**src/rtl/stream_demux1to2_pkg.sv**
```systemverilog
// Shared definitions for the registered 1:2 stream demultiplexer:
// routing-mode encodings, default widths and the target-lane helper.
package stream_demux1to2_pkg;

  localparam int DEF_DATA_W  = 8;
  localparam int DEF_COUNT_W = 8;

  typedef enum logic {
    MODE_SEL = 1'b0,
    MODE_RR  = 1'b1
  } mode_e;

  typedef enum logic {
    LANE0 = 1'b0,
    LANE1 = 1'b1
  } lane_e;

  // In round-robin mode the lane comes from the alternation pointer and sel is ignored.
  function automatic lane_e pick_lane(input mode_e mode, input logic sel, input logic rr_ptr);
    lane_e lane;
    if (mode == MODE_RR) begin
      lane = lane_e'(rr_ptr);
    end else begin
      lane = lane_e'(sel);
    end
    return lane;
  endfunction

endpackage

```
**src/rtl/stream_demux1to2_lane_reg.sv**
```systemverilog
// One output lane: single-entry holding register with valid flag, load/drain
// control and a wrapping count of words delivered downstream.
module stream_demux1to2_lane_reg
  import stream_demux1to2_pkg::*;
#(
  parameter int DATA_W  = DEF_DATA_W,
  parameter int COUNT_W = DEF_COUNT_W
) (
  input  logic               clk,
  input  logic               rst,
  input  logic               load_i,
  input  logic [DATA_W-1:0]  din_i,
  input  logic               ready_i,
  output logic [DATA_W-1:0]  data_o,
  output logic               valid_o,
  output logic               can_load_o,
  output logic [COUNT_W-1:0] cnt_o
);

  logic [DATA_W-1:0]  data_q, data_d;
  logic               valid_q, valid_d;
  logic [COUNT_W-1:0] cnt_q, cnt_d;
  logic               drain;

  assign drain      = valid_q && ready_i;
  // A word being drained this cycle frees the slot for a same-cycle reload.
  assign can_load_o = !valid_q || ready_i;

  always_comb begin
    data_d  = data_q;
    valid_d = valid_q;
    cnt_d   = cnt_q;
    if (drain) begin
      valid_d = 1'b0;
      cnt_d   = cnt_q + COUNT_W'(1);
    end
    if (load_i) begin
      data_d  = din_i;
      valid_d = 1'b1;
    end
  end

  always_ff @(posedge clk) begin
    if (rst) begin
      data_q  <= '0;
      valid_q <= 1'b0;
      cnt_q   <= '0;
    end else begin
      data_q  <= data_d;
      valid_q <= valid_d;
      cnt_q   <= cnt_d;
    end
  end

  assign data_o  = data_q;
  assign valid_o = valid_q;
  assign cnt_o   = cnt_q;

endmodule

```
**src/rtl/stream_demux1to2.sv**
```systemverilog
// Registered 1:2 stream demultiplexer: routes each accepted input word to lane 0
// or lane 1, either by sel or by strict alternation, with per-lane backpressure.
module stream_demux1to2
  import stream_demux1to2_pkg::*;
#(
  parameter int DATA_W  = DEF_DATA_W,
  parameter int COUNT_W = DEF_COUNT_W
) (
  input  logic               clk,
  input  logic               rst,
  input  logic               mode,
  input  logic [DATA_W-1:0]  din,
  input  logic               sel,
  input  logic               in_valid,
  output logic               in_ready,
  output logic [DATA_W-1:0]  y0,
  output logic               y0_valid,
  input  logic               y0_ready,
  output logic [DATA_W-1:0]  y1,
  output logic               y1_valid,
  input  logic               y1_ready,
  output logic [COUNT_W-1:0] cnt0,
  output logic [COUNT_W-1:0] cnt1
);

  // Handshake: a transfer happens on a rising edge where valid && ready are both 1;
  // valid never depends on ready, and a held word stays stable until it transfers.
  lane_e tgt;
  logic  rr_ptr_q, rr_ptr_d;
  logic  can_load0, can_load1;
  logic  accept;
  logic  load0, load1;

  assign tgt      = pick_lane(mode_e'(mode), sel, rr_ptr_q);
  assign in_ready = (tgt == LANE1) ? can_load1 : can_load0;
  assign accept   = in_valid && in_ready;
  assign load0    = accept && (tgt == LANE0);
  assign load1    = accept && (tgt == LANE1);

  // The pointer only advances on round-robin accepts, so it is preserved across mode=0 spans.
  always_comb begin
    rr_ptr_d = rr_ptr_q;
    if (accept && (mode_e'(mode) == MODE_RR)) begin
      rr_ptr_d = ~rr_ptr_q;
    end
  end

  always_ff @(posedge clk) begin
    if (rst) begin
      rr_ptr_q <= 1'b0;
    end else begin
      rr_ptr_q <= rr_ptr_d;
    end
  end

  stream_demux1to2_lane_reg #(
    .DATA_W  (DATA_W),
    .COUNT_W (COUNT_W)
  ) u_lane0 (
    .clk        (clk),
    .rst        (rst),
    .load_i     (load0),
    .din_i      (din),
    .ready_i    (y0_ready),
    .data_o     (y0),
    .valid_o    (y0_valid),
    .can_load_o (can_load0),
    .cnt_o      (cnt0)
  );

  stream_demux1to2_lane_reg #(
    .DATA_W  (DATA_W),
    .COUNT_W (COUNT_W)
  ) u_lane1 (
    .clk        (clk),
    .rst        (rst),
    .load_i     (load1),
    .din_i      (din),
    .ready_i    (y1_ready),
    .data_o     (y1),
    .valid_o    (y1_valid),
    .can_load_o (can_load1),
    .cnt_o      (cnt1)
  );

endmodule

```
**config.mk**
```make
export PLATFORM = sky130hd
export DESIGN_NAME = stream_demux1to2
export DESIGN_NICKNAME = d
export VERILOG_FILES = /design/src/rtl/stream_demux1to2_pkg.sv /design/src/rtl/stream_demux1to2_lane_reg.sv /design/src/rtl/stream_demux1to2.sv
export SDC_FILE = /design/constraint.sdc
export NUM_CORES = 1
export LEC_CHECK = 0
export ABC_AREA = 1
export CORE_MARGIN = 1
export CORE_UTILIZATION = 45
export CTS_CLUSTER_SIZE = 24
export DETAILED_ROUTE_END_ITERATION = 8
export PLACE_DENSITY = 0.89
export SYNTH_ARGS = -nofsm -noshare
export SYNTH_HDL_FRONTEND = slang
export SYNTH_SLANG_ARGS = --single-unit
```
**constraint.sdc**
```tcl
create_clock -name clk -period 1.25 [get_ports clk]
set_clock_uncertainty 0.1 [all_clocks]
set_input_delay 0.1875 -clock clk [delete_from_list [all_inputs] [get_ports clk]]
set_output_delay 0.1875 -clock clk [all_outputs]
set_load 0.02 [all_outputs]
```
Word-level counts from Yosys, hierarchy flattened. Index checks and enable logic that the tools add are counted.

Logic and storage cells: 29. Bits of input ports: 15. Output and inout port bits: 35. Register bits after elaboration: 35.

Muxes and demuxes: 6. Reduce and logical (&&, ||, !) cells: 12. Bitwise operators: 2. Add/subtract/negate cells: 2.

Operator list (count): adder 8 x 1 -> 8 bit, second input constant (2); logical AND 1 bit (6); 2-to-1 mux 1 bit (6); nonzero test 2 bit (2); zero test 1 bit (2); logical OR 1 bit (2); inverter 1 bit (2).

Longest topological paths before layout.
Depth after elaboration: 6. Mapped depth: 8. Mapped depth without buffers: 8.

Modules after synthesis. Synthesis repeated with hierarchy kept, for this count alone.

Cells, all modules: 212. Area total of the unflattened synthesis: 1550.2 um^2.

Modules (own cells, without submodules): stream_demux1to2_lane_reg (times used 2, area each 705.7 um^2, cells each 93, sequential area each 340.3 um^2); stream_demux1to2 (times used 1, area each 138.9 um^2, cells each 26, sequential area each 20.0 um^2).

Worst setup path before layout. No wires, ideal clock.

Kind: reg-to-reg. From: register u_lane0.valid_q (netlist: u_lane0.valid_o). To: register rr_ptr_q. Setup slack: -37 ps. Clock period less this slack: 1287 ps. Cell stages (with the launch flop): 6. Data required time: 1035 ps. Buffers on the path: 0. Setup time: 115 ps. Arrival time: 1072 ps. Path through: dfxtp_1 -> nand2_1 -> nand3_1 -> nand2_1 -> a21oi_1 -> nor2_1.

Longest elaborated chain between the ends: 5.

Ends and longest elaborated chain: from (decl) (line stream_demux1to2_lane_reg.sv:21) `logic valid_q, valid_d;`; from (signal assigned) (line stream_demux1to2_lane_reg.sv:50) `valid_q <= valid_d;`; zero test 1 bit (line stream_demux1to2_lane_reg.sv:27) `assign can_load_o = !valid_q || ready_i;`; logical OR 1 bit (line stream_demux1to2_lane_reg.sv:27); 2-to-1 mux 1 bit (line stream_demux1to2.sv:35) `assign in_ready = (tgt == LANE1) ? can_load1 : can_load0;`; named net in_ready (line stream_demux1to2.sv:15) `output logic in_ready,`; logical AND 1 bit (line stream_demux1to2.sv:36) `assign accept = in_valid && in_ready;`; logical AND 1 bit (line stream_demux1to2.sv:43) `if (accept && (mode_e'(mode) == MODE_RR)) begin`; to (signal assigned) (line stream_demux1to2.sv:52) `rr_ptr_q <= rr_ptr_d;`; to (decl) (line stream_demux1to2.sv:29) `logic rr_ptr_q, rr_ptr_d;`.

The timed path passes the listed nets, and every way through them passes these cells. A chain may end at the register's enable or synchronous reset.

Worst setup path in the final report.
From: register rr_ptr_q. To: output port in_ready.

Longest elaborated chain between the ends: 2.

Ends and longest elaborated chain: 2-to-1 mux 1 bit (line stream_demux1to2_pkg.sv:21) `if (mode == MODE_RR) begin`; 2-to-1 mux 1 bit (line stream_demux1to2.sv:35); to (decl) (line stream_demux1to2.sv:15).

No other way between the ends.

==> flow_metrics.py <==
metrics = {
    "die": {
        "fp.dieW_microns": 60.17,
        "rows": 20,
        "die_h_microns": 60.17,
        "initial_core_util_pct": 48.68,
        "fp.coreArea_sq_mm": 0.003128,
        "io_pins": 50,
        "design.die.area_sq_mm": 0.003620,
    },
    "clock_tree": {
        "clk_latency_ns": 0.34,
        "cts_tree": "yes",
        "cts.sinks": 35,
        "clockBufferDepth": 2,
        "clk_pin_slew_ns": 0.11,
        "cts_buffers": 5,
        "htreeDepth": 2,
        "root_buffer": "clkbuf_4",
        "ctsHoldBuffers": 0,
    },
    "drt": {
        "ant_nets": 0,
        "first_iter_violations": 100,
        "firstDrtPassIters": 4,
        "via_per_inst": 5.120,
        "vias": 1751,
        "drc": 0,
        "wl_per_cell_microns": 15.53,
        "wirelength_microns": 5311,
    },
    "timing": {
        "setup_slack_ns": -0.1002,
        "finalCritPeriodShare_pct": 108.0,
        "finalHoldViolations": 0,
        "setup_viol": 8,
        "setup_tns_ns": -0.4717,
        "period_needed_ns": 1.350,
        "max_freq_ghz": 0.7407,
        "report.final.slew_viol_count": 0,
        "worst_pin_slew_ns": 0.4502,
        "slew_headroom_pct": 69.99,
        "holdWs_ns": 0.2176,
        "rsz0062_at_grt": "yes",
    },
    "power": {
        "p_int_uw": 1658,
        "netSwitchingFraction_pct": 29.83,
        "p_switching_uw": 704.7,
        "finalPower_uw": 2363,
        "power.sequential.fraction_pct": 51.0,
        "p_per_area_mw_per_mm2": 926.6,
        "pwr-share-comb_pct": 22.2,
        "clockPowerShare_pct": 26.8,
        "peakVddDrop_uv": 769.3,
        "p_leak_uw": 0.001174,
    },
    "status": {
        "violations": "setup timing",
        "status": "finished, violations left",
    },
    "global_routing": {
        "grt_pass1_wl_microns": 7245,
        "grt-ovfl-total": 0,
        "antenna_found_initial": 0,
        "grt_pass1_vias": 1704,
        "grt_usage_pct": 27.24,
        "grt_max_degree": 18,
    },
    "worst_hold_path": {
        "hold_path.class": "in2reg",
        "whs_path_depth": 5,
    },
    "layout": {
        "fillCellCount": 187,
        "nets": 315,
        "layout_common_cells": "inv_1 (36), buf_4 (33), buf_2 (29), nand2_1 (27), dfxtp_1 (22)",
        "layout_commonest_cell": "inv_1",
        "diodes": 0,
        "final_area_sq_mm": 0.002550,
        "drive_gt1_share_pct": 48.66,
        "area_delta_synth_final_pct": 67.46,
    },
    "critical_path": {
        "crit_path_max_fanout": 3,
        "cp.required_ns": 0.96,
        "startpoint_type": "flip-flop",
        "end_kind": "output pin",
        "critPathKind": "reg2out",
        "reg2reg_depth": 7,
        "worstPathArrival_ns": 1.06,
    },
    "logic_synthesis": {
        "yosysWarningCount": 0,
        "syn_area_per_cell_sq_um": 7.428,
        "synthCells": 205,
        "synthSimpleGateAreaFrac_pct": 23.42,
        "synth-adder-area-share_pct": 1.643,
        "syn-cell-area_sq_mm": 0.001523,
        "synth_top_family_by_area": "simple AND/OR/NAND/NOR gates",
        "synth-compound-area-share_pct": 16.52,
        "synthMuxAreaShare_pct": 0,
        "yosysUniqueCellTypes": 21,
        "yosysSeqAreaShare_pct": 46.01,
        "ys_seq_elements": 35,
        "synth_xor_area_share_pct": 0,
        "syn_nets": 222,
    },
    "placed_design": {
        "io_buffers": 49,
        "globalplace.congestion": 0.8108,
        "dpl.hpwl_microns": 3016,
        "preCtsSetupSlack_ns": -0.6602,
        "place_area_sq_mm": 0.002311,
    },
    "job": {
        "maxCapViolations": 0,
    },
}
## synthesized netlist by cell type
cell	n	area (sq um)
a21oi_1	25	125.1
a21oi_2	1	8.760
buf_2	1	5.000
buf_6	3	33.78
clkbuf_1	1	3.750
dfxtp_1	35	700.7
ha_1	2	25.02
inv_1	38	142.6
inv_2	1	3.750
nand2_1	36	135.1
nand2_2	1	6.260
nand2_4	2	22.52
nand3_1	8	40.04
nand3_4	1	17.52
nand4_1	2	12.51
nand4_4	1	21.27
nor2_1	20	75.07
nor2_2	1	6.260
nor3_1	4	20.02
o21ai_0	20	100.1
o21ai_2	2	17.52
## worst max-delay path, cell delays in order (launching register included)
cell and delay [ns]:
dfxtp_2 0.37, nand2_4 0.07, nand2_4 0.06, nand2_2 0.05, nand2_2 0.07, buf_6 0.11
## path summary, 6_finish.rpt
path | startpoint | slack (ns) | endpoint
setup / recovery | rr_ptr_q | -0.10 | in_ready
hold / removal | y0_ready | 0.22 | u_lane0.valid_o
setup reg to reg | rr_ptr_q | -0.08 | u_lane1.data_o[7]
hold reg to reg | u_lane1.data_o[2] | 0.34 | u_lane1.data_o[2]
## metal layers
metal / up-vias / wire, microns / part of all wire, % / global-route usage (%)
met5: - / 0 / 0 / 0
met4: 0 / 155 / 2.9 / 13.95
met3: 15 / 310 / 5.8 / 6.061
met2: 70 / 2782 / 52 / 47.57
met1: 827 / 2063 / 39 / 30.63
li1: 839 / - / - / -
## repair_timing
item | CTS | global route
resized for setup | 147 | 85
pin swaps | 8 | 16
cloned | 2 | 0
endpoints found under the setup margin | 57 | 53
buffers inserted | 4 | 2
## cell families after synthesis
kind of cell	count (synthesis)
AO/OA/AOI/OAI	48
AND/OR/NAND/NOR	76
buffers and inverters	44
flip-flops	35
adder cells (fa/ha/maj)	2
## state kept, by name (all words and copies together), names as in the netlist
name	count
rr_ptr_q	1
u_lane0.cnt_o	8
u_lane0.data_o	8
u_lane0.valid_o	1
u_lane1.cnt_o	8
u_lane1.data_o	8
u_lane1.valid_o	1
## through the flow
stage | util, % | instances
3_5_place_dp | 73.88 | 329
2_1_floorplan | - | 205
3_3_place_gp | 73.88 | 329
4_1_cts | 78.12 | 342
5_1_grt | 81.52 | 342
6_report | 81.52 | 342
## power groups by stage
| stage | Combinational [uW] | Clock, uW | Sequential, uW |
|---|---|---|---|
| 6_report | 524 | 634 | 1200 |
| 3_3_place_gp | 435 | 0 | 1220 |
| 2_1_floorplan | 143 | 0 | 1290 |
| 4_1_cts | 464 | 633 | 1200 |
| 3_5_place_dp | 448 | 0 | 1220 |
| 5_1_grt | 559 | 693 | 1210 |
## area by class of cell
class	instances	area (sq um)	share of cell area, %
multi-input cells	128	877.1	34.40
flip-flops and latches	35	719.4	28.21
clock buffers	6	51.30	2.012
repair buffers	89	690.7	27.09
clock inverters	1	5.005	0.1963
well taps	44	55.05	2.159
inverters	39	151.4	5.937
Power figures use the tool's default switching activity.
